## src/rtl/hazard_stall_ctrl.sv

```systemverilog
// Pipeline hazard controller: load-use bubble, taken-branch flush and multi-cycle MUL/DIV sequencing.
// Define HAZARD_PERF_CNT_EN to add the stall_cycles/flush_cycles performance counter ports.
module hazard_stall_ctrl #(
    parameter int unsigned MD_LATENCY = 4
) (
    input  logic        clk,
    input  logic        async_rst,
    input  logic        ID_R1_read,
    input  logic        ID_R2_read,
    input  logic [4:0]  ID_rs1,
    input  logic [4:0]  ID_rs2,
    input  logic        EX_mem_read,
    input  logic [4:0]  EX_rd,
    input  logic        EX_redirect,
    input  logic        EX_md_op,
    output logic        PC_en,
    output logic        IF_ID_en,
    output logic        IF_ID_sync_rst,
    output logic        ID_EX_en,
    output logic        ID_EX_sync_rst,
    output logic        EX_MEM_en,
    output logic        EX_MEM_sync_rst,
    output logic        MEM_WB_en,
    output logic        MEM_WB_sync_rst,
`ifdef HAZARD_PERF_CNT_EN
    output logic [31:0] stall_cycles,
    output logic [31:0] flush_cycles,
`endif
    output logic        md_busy,
    output logic        md_done
);

    localparam int unsigned CntW = $clog2(MD_LATENCY + 1);

    typedef enum logic {StRun, StMdBusy} st_e;

    st_e            st_q, st_d;
    logic [CntW-1:0] cnt_q, cnt_d;
    logic            load_use;
    logic            md_stall;

    assign load_use = EX_mem_read && (EX_rd != 5'd0) &&
                      ((ID_R1_read && (ID_rs1 == EX_rd)) || (ID_R2_read && (ID_rs2 == EX_rd)));

    assign md_stall = ((st_q == StRun) && EX_md_op && (MD_LATENCY > 1)) ||
                      ((st_q == StMdBusy) && (cnt_q != '0));

    always_ff @(posedge clk or negedge async_rst) begin
        if (!async_rst) begin
            st_q  <= StRun;
            cnt_q <= '0;
        end else begin
            st_q  <= st_d;
            cnt_q <= cnt_d;
        end
    end

    always_comb begin
        st_d            = st_q;
        cnt_d           = cnt_q;
        md_done         = 1'b0;
        PC_en           = 1'b1;
        IF_ID_en        = 1'b1;
        IF_ID_sync_rst  = 1'b0;
        ID_EX_en        = 1'b1;
        ID_EX_sync_rst  = 1'b0;
        EX_MEM_en       = 1'b1;
        EX_MEM_sync_rst = 1'b0;
        MEM_WB_en       = 1'b1;
        MEM_WB_sync_rst = 1'b0;

        unique case (st_q)
            StRun: begin
                if (MD_LATENCY > 1) begin
                    if (EX_md_op && !EX_redirect) begin
                        st_d  = StMdBusy;
                        cnt_d = CntW'(MD_LATENCY - 2);
                    end
                end else begin
                    // Single-cycle MD unit: result is ready in the same cycle
                    md_done = EX_md_op;
                end
            end
            StMdBusy: begin
                if (cnt_q != '0) begin
                    cnt_d = cnt_q - CntW'(1);
                end else begin
                    st_d    = StRun;
                    md_done = 1'b1;
                end
            end
            default: st_d = StRun;
        endcase

        if (EX_redirect) begin
            IF_ID_sync_rst = 1'b1;
            ID_EX_sync_rst = 1'b1;
        end else if (md_stall) begin
            PC_en           = 1'b0;
            IF_ID_en        = 1'b0;
            ID_EX_en        = 1'b0;
            EX_MEM_sync_rst = 1'b1;
        end else if (load_use) begin
            PC_en          = 1'b0;
            IF_ID_en       = 1'b0;
            ID_EX_sync_rst = 1'b1;
        end

        // Hold every stage cleared while reset is asserted
        if (!async_rst) begin
            md_done         = 1'b0;
            PC_en           = 1'b0;
            IF_ID_en        = 1'b0;
            IF_ID_sync_rst  = 1'b1;
            ID_EX_en        = 1'b0;
            ID_EX_sync_rst  = 1'b1;
            EX_MEM_en       = 1'b0;
            EX_MEM_sync_rst = 1'b1;
            MEM_WB_en       = 1'b0;
            MEM_WB_sync_rst = 1'b1;
        end
    end

    assign md_busy = (st_q == StMdBusy);

`ifdef HAZARD_PERF_CNT_EN
    logic [31:0] stall_q, stall_d;
    logic [31:0] flush_q, flush_d;

    always_comb begin
        stall_d = stall_q;
        flush_d = flush_q;
        if (!PC_en) begin
            stall_d = stall_q + 32'd1;
        end
        if (EX_redirect) begin
            flush_d = flush_q + 32'd1;
        end
    end

    always_ff @(posedge clk or negedge async_rst) begin
        if (!async_rst) begin
            stall_q <= '0;
            flush_q <= '0;
        end else begin
            stall_q <= stall_d;
            flush_q <= flush_d;
        end
    end

    assign stall_cycles = stall_q;
    assign flush_cycles = flush_q;
`endif

endmodule
```

## config.mk

```make
export PLATFORM = sky130hd
export DESIGN_NAME = hazard_stall_ctrl
export DESIGN_NICKNAME = d
export VERILOG_FILES = /design/src/rtl/hazard_stall_ctrl.sv
export SDC_FILE = /design/constraint.sdc
export NUM_CORES = 1
export LEC_CHECK = 0
export ABC_AREA = 1
export CORE_MARGIN = 5
export CORE_UTILIZATION = 35
export CTS_CLUSTER_DIAMETER = 30
export DETAILED_ROUTE_END_ITERATION = 6
export GPL_ROUTABILITY_DRIVEN = 0
export PLACE_DENSITY = 0.85
export SLEW_MARGIN = 15
export SYNTH_ARGS = -nofsm -noshare
export SYNTH_HDL_FRONTEND = slang
export SYNTH_SLANG_ARGS = --single-unit
export TNS_END_PERCENT = 20
```

## constraint.sdc

```tcl
create_clock -name clk -period 1.75 [get_ports clk]
set_input_delay 0.4375 -clock clk [delete_from_list [all_inputs] [get_ports clk]]
set_output_delay 0.4375 -clock clk [all_outputs]
set_load 0.01 [all_outputs]
```

# Word-level counts from Yosys, hierarchy flattened

Index checks and enable logic that the tools add are counted.
W data, S select, Z words.

Add/sub/neg operators: 1
Equality and inequality tests: 4
Mux-type cells: 27
Bitwise logic cells: 1
Reductions and logical operators: 13

Operator list:

| cell                  | count |
|---|---|
| $mux W1               | 22 |
| $eq A5 B5 Y1          | 2 |
| $logic_and A1 B1 Y1   | 7 |
| $mux W3               | 2 |
| $pmux W3 S2           | 1 |
| $reduce_bool A5 Y1    | 1 |
| $ne A2 B1 Y1 const B  | 2 |
| $pmux W1 S2           | 2 |
| $reduce_bool A3 Y1    | 1 |
| $sub A3 B1 Y3 const B | 1 |
| $logic_or A1 B1 Y1    | 2 |
| $reduce_and A2 Y1     | 1 |
| $logic_not A1 Y1      | 1 |
| $not A1 Y1            | 1 |

Input port bits: 22
Bits in registers: 4

# Depth between registers and ports, before layout

Gate-level depths: netlist of the first run.

Depth in word-level cells: 8
Gate-level depth with buffers: 11

# Least setup slack after synthesis of the first run

Ideal clock, no wire load.

Kind: reg-to-output
Start point: reg cnt_q[0]
End point: out PC_en
Setup slack: -0.007 ns
Buffers on the path: 1
Arrival: 1.319 ns
Cell stages (with the launch flop): 12
Path through: dfrtp_1 inv_1 ha_1 nand3_2 nand2_2 nand2_1 nand2_1 nand2_2 clkinv_2 nand2_1 inv_1 buf_4

Cells in the longest elaborated chain, start to end: 6

RTL lines:

| item                   | RTL line | RTL |
|---|---|---|
| start, declared        | 38       | `logic [CntW-1:0] cnt_q, cnt_d;` |
| start signal, assigned | 54       | `cnt_q <= cnt_d;` |
| $reduce_bool A3 Y1     | 46       | `((st_q == StMdBusy) && (cnt_q != '0));` |
| $logic_and A1 B1 Y1    | 46       |  |
| $logic_or A1 B1 Y1     | 45       | `assign md_stall = ((st_q == StRun) && EX_md_op && (MD_LATENCY > 1)) \|\|` |
| $mux W1 (3 in a row)   | --       |  |
| end, declared          | 16       | `output logic PC_en,` |

Every way passes these cells.

# Worst setup path in the final report of the first run

Start point: reg cnt_q[1]
End point: out IF_ID_en

Cells in the longest elaborated chain, start to end: 6

RTL lines:

| item                | RTL line | RTL |
|---|---|---|
| $reduce_bool A3 Y1  | 46       |  |
| $logic_and A1 B1 Y1 | 46       |  |
| $logic_or A1 B1 Y1  | 45       |  |
| $mux W1             | 98       | `end else if (md_stall) begin` |
| $mux W1             | 95       | `if (EX_redirect) begin` |
| $mux W1             | 110      | `if (!async_rst) begin` |
| end, declared       | 17       | `output logic IF_ID_en,` |

Every way passes these cells.

==> run summary, run 1 <==
status: finished with violations
failing checks: setup timing
Cells after DPL: 146
final worst-path setup slack: -0.157 ns
clk_skew: 0.00367 ns
Layout Nets: 161
Rows: 13
Mapped Cells: 93
VDD IR max: 0.537 mV
DIE AREA: 0.00230 sq mm
H-tree Lvls: 1
Met3 Wirelength: 116 um
Yosys top cell area share: 25.4%
crit-path max FO: 3
initial core utilization: 37.7%
Ant. Diodes: 0
cell breakdown of the critical path: inv_2 -> ha_4 -> nand3_4 -> nand2_2 -> nand2_2 -> nand2_1 -> nand2_2 -> clkinv_2 -> nand2_2 -> inv_2 -> buf_6
worst skew pair latency: 0.24 ns
I/O Buffers: 32
RSZ-0062 raised after global routing: true
Total Routing Usage GR: 16.6%
Flop pwr share: 22.1%
Placed Area: 887 sq um
drt first pass iters: 4
max-cap violations: 0
crit path launch type: flip-flop
layout cells sized above 1: 31.1%
Synth Cell Area: 503 sq um
total CTS buffers: 3
Remaining Overflow, GRT: 0
Slew Viols, Final: 0
max incr delay on CP: 0.38 ns
Tot Pwr: 0.000817 W
CP arrival: 1.47 ns
Avg WL per Cell: 10.9 um
syn nets: 117
final setup vio count: 6
sequential area share after synthesis: 19.9%
Hold WS: 0.314 ns
CTS tree: built
min-delay worst type: input port to async pin
Die Y: 47.9 um
# IOs: 33
met2 WL: 849 um
Root Driver: clkbuf_4
Slew HR: 85.2%
Final Hold Fails: 0
post-layout util: 69.2%
antenna viol nets, final: 0
switch share: 40.4%
Metal-1 WL: 639 um
Ys Warns: 0
DRT iter0 DRCs: 12
total wire length: 1.64 mm
core area: 0.00133 sq mm
P_sw: 0.000330 W
DRC viols: 0
Comb pwr share: 63.8%
post-synth top area cell: nand2_1
Layout area overhead: 83.6%
first-pass GRT wire length: 2.74 mm
design area: 923 sq um
Post-CTS Hold Fix Bufs: 0
largest net degree at the start of global routing: 7
routed vias: 683
initial antenna violation count: 0
Achievable Freq: 0.524 GHz
Setup CP Type: flip-flop to output pin
CP required: 1.31 ns
vias per inst: 4.55
post-route insts no fill: 150
Clock Path Buffers: 2
max layer used: met4
#FFs+latches synth: 4
leakage: 0.540 nW
power density cells: 885 mW/mm^2
fin crit share: 109%
cell mode on critical path: nand2_2
Worst path slowest cell: dfrtp_1
Int Pwr: 0.000487 W
vias in the first global route: 674
Period minus WS final: 1.91 ns
CP endpoint kind: output pin
largest cells by area after synthesis: nand2_1 (25%), dfrtp_1 (20%), inv_1 (16%)
Slew @ Worst Pin: 0.222 ns
Avg Inst Size Synth: 5.41 sq um
Die X: 47.9 um
Yosys cell types: 16
CTS Sinks: 4
Worst-path clk slew: 0.04 ns
Clk pwr share: 14.2%
DP Wirelength: 1.37 mm
critical path, delay by kind of cell (launching register included):
kind / cells / cell delay (ns)
flops: 1 / 0.38
fa+ha+maj: 1 / 0.14
buf+inv: 4 / 0.31
simple gates: 6 / 0.40
registers in the layout (all words and copies together), names as in the netlist:
register	cells
cnt_q	3
md_busy	1
power groups by stage:
stage | combinational, W | sequential (W) | clock (W)
finish | 0.000521 | 0.000180 | 0.000116
global route | 0.000584 | 0.000187 | 0.000120
CTS | 0.000516 | 0.000175 | 0.000117
detailed placement | 0.000480 | 0.000169 | 0
global placement | 0.000463 | 0.000167 | 0
floorplan | 0.000217 | 0.000173 | 0
final timing paths:
| check | from | end | slack, ns | cells past startpoint |
|---|---|---|---|---|
| setup / recovery | cnt_q[1] | IF_ID_en | -0.16 | 11 |
| hold / removal | async_rst | cnt_q[1] | 0.31 | 2 |
| setup reg to reg | cnt_q[1] | cnt_q[2] | 0.45 | 9 |
| hold reg to reg | cnt_q[2] | cnt_q[2] | 0.58 | 2 |
| max in group asynchronous | async_rst | cnt_q[0] | 1.33 | 2 |
| min in group clk | cnt_q[2] | cnt_q[2] | 0.58 | 2 |
layer usage:
metal	vias up	global-route usage (%)
li1	356	-
met1	294	19.9
met2	29	28.5
met3	4	3.01
met4	0	7.53
met5	-	0
cell families after synthesis:
| group | count (synthesis) | synth area share [%] |
|---|---|---|
| and+or+nand+nor | 57 | 48.8 |
| DFF | 4 | 19.9 |
| buffers and inverters | 25 | 21.1 |
| AOI/OAI and AO/OA | 5 | 5.22 |
| adders and majority gates | 2 | 4.97 |
Yosys cell counts:
cell and count:
a31oi_1 1, nand3b_1 2, ha_1 2, o21ai_0 2
nor2_1 11, clkinv_2 1, nand3_1 4, nand3_2 1
nand2_1 34, nand2_2 4, nand4_1 1, inv_1 21
a21oi_1 1, dfrtp_1 4, o21ai_1 1, buf_4 3
cell usage in the layout (no fill, tap or decap):
master	instances
nand2_1	30
dlygate4sd2_1	18
nand3_4	1
nand2_4	1
nand2_2	7
ha_4	1
a31oi_1	1
nand4_1	1
buf_2	3
clkdlybuf4s15_1	3
o21ai_0	1
clkinv_2	1
o21ai_1	2
nand3_2	1
clkdlybuf4s50_1	2
a21oi_1	1
inv_1	14
nand3b_1	2
buf_4	10
clkbuf_2	1
nand3_1	3
clkbuf_4	3
nor2_1	10
nor2_2	1
ha_1	1
inv_2	7
buf_6	2
dfrtp_1	4
clkdlybuf4s15_2	3
through the flow:
stage	setup TNS (ns)	setup slack, ns
final	-0.512	-0.157
after global routing	-0.978	-0.235
after CTS	-0.530	-0.138
after detailed placement	-5.03	-0.788
after global placement	-4.88	-0.740
after floorplan	0	0.0144
final cells by class:
class,count,area [sq um]
repair buffers,42,359
multi-input cells,64,339
inverters,22,83.8
fillers,126,410
clock buffers,3,22.5
well taps,15,18.8
flip-flops and latches,4,100
repair_timing:
item,CTS,global route
buffers inserted,1,0
hold endpoints to repair,0,0
gates resized for setup,70,5
endpoints found under the setup margin,10,7
pin swaps,14,2
Note: power is estimated with default switching activity, not from simulation.
==> run 2: changes to the inputs <==
--- a/config.mk
+++ b/config.mk
@@ -6,12 +6,14 @@
 export NUM_CORES = 1
 export LEC_CHECK = 0
 export ABC_AREA = 1
+export CELL_PAD_IN_SITES_DETAIL_PLACEMENT = 0
+export CELL_PAD_IN_SITES_GLOBAL_PLACEMENT = 1
 export CORE_MARGIN = 5
-export CORE_UTILIZATION = 35
+export CORE_UTILIZATION = 21
 export CTS_CLUSTER_DIAMETER = 30
 export DETAILED_ROUTE_END_ITERATION = 6
 export GPL_ROUTABILITY_DRIVEN = 0
-export PLACE_DENSITY = 0.85
+export PLACE_DENSITY = 0.84
 export SLEW_MARGIN = 15
 export SYNTH_ARGS = -nofsm -noshare
 export SYNTH_HDL_FRONTEND = slang
==> run 2 against run 1 <==
- the flow still finishes with violations (setup timing)
- first-iteration DRC count increased by 25%
- utilization decreased by 28 points
- total power shrank 0.54%
- sequential power is 2% lower
- combinational power grew 0.8%
- register-to-register slack hardly changed
- critical path depth is the same
- worst hold slack got worse by 0.029 ns
- sequential cell count did not move
- clock skew shrank 0.0012 ns
- cell count rose by 10%
- cell area grew 1.1%
- largest cell class unchanged
==> run summary, run 2 (synthesis results as in run 1) <==
CP Buf/Inv Count: 4
cell mode on critical path: nand2_1
vias per inst: 3.96
Worst path slowest cell: dlygate4sd2_1
largest net degree at the start of global routing: 7
worst skew pair latency: 0.23 ns
H-tree Lvls: 1
most frequent cells in the layout: nand2_1 (30), dlygate4sd2_1 (20), inv_1 (14)
Remaining Overflow, GRT: 0
DRC viols: 0
pre-CTS setup slack: -0.752 ns
CTS Sinks: 4
status: finished with violations
DIE AREA: 0.00347 sq mm
Flop pwr share: 21.7%
Die X: 58.9 um
total CTS buffers: 3
antenna viol nets, final: 0
cell breakdown of the critical path: dlygate4sd2_1 -> inv_2 -> nand2_1 -> nand2_1 -> nor2_1 -> nand3_1 -> nand2_1 -> nand3_1 -> nand2_2 -> inv_2 -> buf_6
Total Routing Usage GR: 9.51%
fin crit share: 105%
CP top delay family: simple AND/OR/NAND/NOR gates
most common cell after layout, fill and taps aside: nand2_1
DRT iter0 DRCs: 15
Period minus WS final: 1.84 ns
power density cells: 871 mW/mm^2
Slew HR: 87.5%
I/O Buffers: 32
crit-path max FO: 4
switch share: 39.4%
min-delay worst type: input port to async pin
Int Pwr: 0.000492 W
VDD IR max: 0.403 mV
vias in the first global route: 664
RSZ-0062 raised after global routing: true
layout cells sized above 1: 32.1%
failing checks: setup timing
leakage: 0.547 nW
initial core utilization: 22.3%
drt first pass iters: 2
Worst-path clk slew: 0.04 ns
Ant. Diodes: 0
crit path launch type: input port
Cells after DPL: 160
P_sw: 0.000321 W
final worst-path setup slack: -0.0933 ns
Die Y: 58.9 um
WP depth: 11
Final Hold Fails: 0
clk_skew: 0.00245 ns
CP endpoint kind: output pin
Slew @ Worst Pin: 0.188 ns
Layout Nets: 163
Setup CP Type: input port to output pin
cell depth of the worst flop-to-flop path: 9
Comb pwr share: 64.6%
CTS tree: built
Achievable Freq: 0.543 GHz
initial antenna violation count: 0
CP required: 1.31 ns
Slew Viols, Final: 0
max-cap violations: 0
Largest register FFs: 3
CP arrival: 1.41 ns
Layout area overhead: 85.6%
total wire length: 1.55 mm
Root Driver: clkbuf_4
# IOs: 33
max incr delay on CP: 0.22 ns
post-route insts no fill: 165
Avg WL per Cell: 9.40 um
Clk pwr share: 13.7%
Clock Path Buffers: 2
Most flops, register: cnt_q
final setup vio count: 4
DP Wirelength: 1.30 mm
Post-CTS Hold Fix Bufs: 0
Rows: 17
first-pass GRT wire length: 2.53 mm
core area: 0.00225 sq mm
routed vias: 654
[run 2: worst paths after layout]
kind,start,end,slack (ns)
max,EX_rd[2],PC_en,-0.09
min,async_rst,cnt_q[0],0.29
max reg2reg,cnt_q[0],cnt_q[2],0.46
min reg2reg,cnt_q[1],cnt_q[1],0.56
max in group asynchronous,async_rst,md_busy,1.35
min in group clk,cnt_q[1],cnt_q[1],0.56
[run 2: area by class of cell]
cell class | instances | area, sq um
inverters | 22 | 83.8
clock buffers | 3 | 22.5
fillers | 255 | 1320
multi-input cells | 64 | 334
flip-flops and latches | 4 | 100
well taps | 28 | 35.0
repair buffers | 44 | 358
[run 2: routing by layer]
layer / vias up / wire (um) / track usage [%]
li1: 361 / - / -
met3: 0 / 102 / 2.41
met1: 280 / 575 / 9.11
met5: - / 0 / 0
met4: 0 / 0 / 5.83
met2: 13 / 873 / 17.8
[run 2: per-stage QoR]
| step | instance area (sq um) | TNS (ns) | power (W) | util (%) | hold WS (ns) |
|---|---|---|---|---|---|
| floorplan | 503 | 0 | 0.000390 | - | 0.142 |
| global placement | 911 | -4.80 | 0.000631 | 40.4 | 0.481 |
| detailed placement | 911 | -4.86 | 0.000645 | 40.4 | 0.491 |
| CTS | 927 | -0.379 | 0.000806 | 41.1 | 0.283 |
| global route | 933 | -0.744 | 0.000897 | 41.4 | 0.287 |
| finish | 933 | -0.251 | 0.000813 | 41.4 | 0.285 |
[run 2: what timing repair did]
item	CTS	global route
resized for setup	61	12
setup endpoints to repair	10	7
cloned	0	0
buffers inserted	2	0
pin swaps	18	4
[run 2: power groups by stage]
stage	registers [W]	logic, W	clock network [W]
2_1_floorplan	0.000173	0.000217	0
5_1_grt	0.000183	0.000587	0.000128
3_5_place_dp	0.000172	0.000473	0
4_1_cts	0.000176	0.000511	0.000119
6_report	0.000176	0.000525	0.000112
3_3_place_gp	0.000169	0.000461	0
==> run 3: changes to the inputs <==
--- a/config.mk
+++ b/config.mk
@@ -6,11 +6,10 @@
 export NUM_CORES = 1
 export LEC_CHECK = 0
 export ABC_AREA = 1
-export CELL_PAD_IN_SITES_DETAIL_PLACEMENT = 0
+export CELL_PAD_IN_SITES_DETAIL_PLACEMENT = 1
 export CELL_PAD_IN_SITES_GLOBAL_PLACEMENT = 1
 export CORE_MARGIN = 5
 export CORE_UTILIZATION = 21
-export CTS_CLUSTER_DIAMETER = 30
 export DETAILED_ROUTE_END_ITERATION = 6
 export GPL_ROUTABILITY_DRIVEN = 0
 export PLACE_DENSITY = 0.84
==> run 3 against run 2 <==
- the run still ends with setup timing left
- largest power group unchanged
- critical path type is now flip-flop to output pin
- clock power is essentially flat
- cell area grew 5.6%
- total power grew 15%
==> run summary, run 3 (synthesis results as in run 1) <==
Die X: 58.9 um
post-layout util: 43.7%
leakage: 0.576 nW
Clock Path Buffers: 2
max incr delay on CP: 0.38 ns
Flop pwr share: 19.8%
DP Wirelength: 1.52 mm
worst skew pair latency: 0.23 ns
Worst-path clk slew: 0.03 ns
Die Y: 58.9 um
crit-path max FO: 3
drt first pass iters: 4
CP endpoint kind: output pin
initial core utilization: 22.3%
Largest register FFs: 3
RSZ-0062 raised after global routing: true
fin crit share: 109%
post-route insts no fill: 170
Ant. Diodes: 0
Most Crowded Layer GR: met2
clk_skew: 0.000422 ns
switch share: 40.1%
crit path launch type: flip-flop
total CTS buffers: 3
power density cells: 950 mW/mm^2
failing checks: setup timing
GR Util met2: 23.5%
most common cell after layout, fill and taps aside: nand2_1
CP arrival: 1.47 ns
DRT iter0 DRCs: 16
Achievable Freq: 0.525 GHz
P_sw: 0.000376 W
status: finished with violations
Cells after DPL: 160
I/O Buffers: 32
Most flops, register: cnt_q
# IOs: 33
Avg WL per Cell: 11.9 um
Layout Nets: 168
routed vias: 717
max-cap violations: 0
VDD IR max: 0.627 mV
Total Routing Usage GR: 11.7%
Clk pwr share: 11.8%
CP top delay family: simple AND/OR/NAND/NOR gates
vias per inst: 4.22
Int Pwr: 0.000561 W
final setup vio count: 6
first-pass GRT wire length: 3.11 mm
Remaining Overflow, GRT: 0
# fillers: 316
core area: 0.00225 sq mm
Setup CP Type: flip-flop to output pin
Root Driver: clkbuf_4
DRC viols: 0
Slew @ Worst Pin: 0.277 ns
vias in the first global route: 794
Comb pwr share: 68.3%
final worst-path setup slack: -0.154 ns
CP Buf/Inv Count: 4
CP required: 1.31 ns
CTS Sinks: 4
met3 Usage GRT: 1.97%
setup_tns: -0.663 ns
min-delay worst type: input port to async pin
Period minus WS final: 1.90 ns
pre-CTS setup slack: -0.799 ns
cell breakdown of the critical path: inv_2 -> ha_4 -> nand3_4 -> nand2_4 -> nand2_2 -> nand2_2 -> nand2_2 -> clkinv_2 -> nand2_2 -> inv_2 -> buf_6
DIE AREA: 0.00347 sq mm
H-tree Lvls: 1
layout cells sized above 1: 34.5%
Final Hold Fails: 0
largest net degree at the start of global routing: 7
M1 GR Usage: 11.3%
antenna viol nets, final: 0
CTS tree: built
Slew Viols, Final: 0
total wire length: 2.02 mm
Layout area overhead: 96.0%
Rows: 17
initial antenna violation count: 0
cell mode on critical path: nand2_2
most frequent cells in the layout: nand2_1 (30), dlygate4sd2_1 (21), buf_4 (17)
Slew HR: 81.5%
Worst path slowest cell: dfrtp_1
-- run 3: final cells by class --
type	count	area, sq um	area share [%]
clock buffer	3	22.5	2.28
multi-input combinational	64	337	34.1
inverter	22	83.8	8.50
timing repair buffer	49	408	41.4
sequential	4	100	10.2
tap	28	35.0	3.55
-- run 3: final timing paths --
kind	to	start	depth (start not counted)	slack, ns
min in group clk	cnt_q[1]	cnt_q[1]	2	0.58
hold reg to reg	cnt_q[1]	cnt_q[1]	2	0.58
max in group asynchronous	cnt_q[2]	async_rst	2	1.33
setup reg to reg	cnt_q[2]	cnt_q[0]	11	0.18
setup / recovery	PC_en	cnt_q[0]	11	-0.15
hold / removal	cnt_q[1]	async_rst	2	0.31
-- run 3: stage by stage --
step	power, W	instance area, sq um	hold slack (ns)
after floorplan	0.000390	503	0.142
after global placement	0.000631	911	0.481
after detailed placement	0.000653	911	0.494
after CTS	0.000860	956	0.296
after global routing	0.00102	986	0.312
final	0.000937	986	0.314
-- run 3: timing repair --
action | CTS | global route
gates resized for setup | 73 | 2
setup endpoints to repair | 10 | 6
buffers inserted | 4 | 3
hold buffers | 0 | 0
pin swaps | 17 | 6
-- run 3: power by group through the flow --
stage | Combinational (W) | Sequential [W] | Clock [W]
finish | 0.000640 | 0.000186 | 0.000111
floorplan | 0.000217 | 0.000173 | 0
detailed placement | 0.000481 | 0.000172 | 0
CTS | 0.000569 | 0.000176 | 0.000115
global route | 0.000705 | 0.000189 | 0.000126
global placement | 0.000461 | 0.000169 | 0
-- run 3: layer usage --
| layer | vias up | part of all wire (%) |
|---|---|---|
| met5 | - | 0 |
| met4 | 0 | 0 |
| met3 | 0 | 4.6 |
| met2 | 15 | 58 |
| met1 | 333 | 37 |
| li1 | 369 | - |
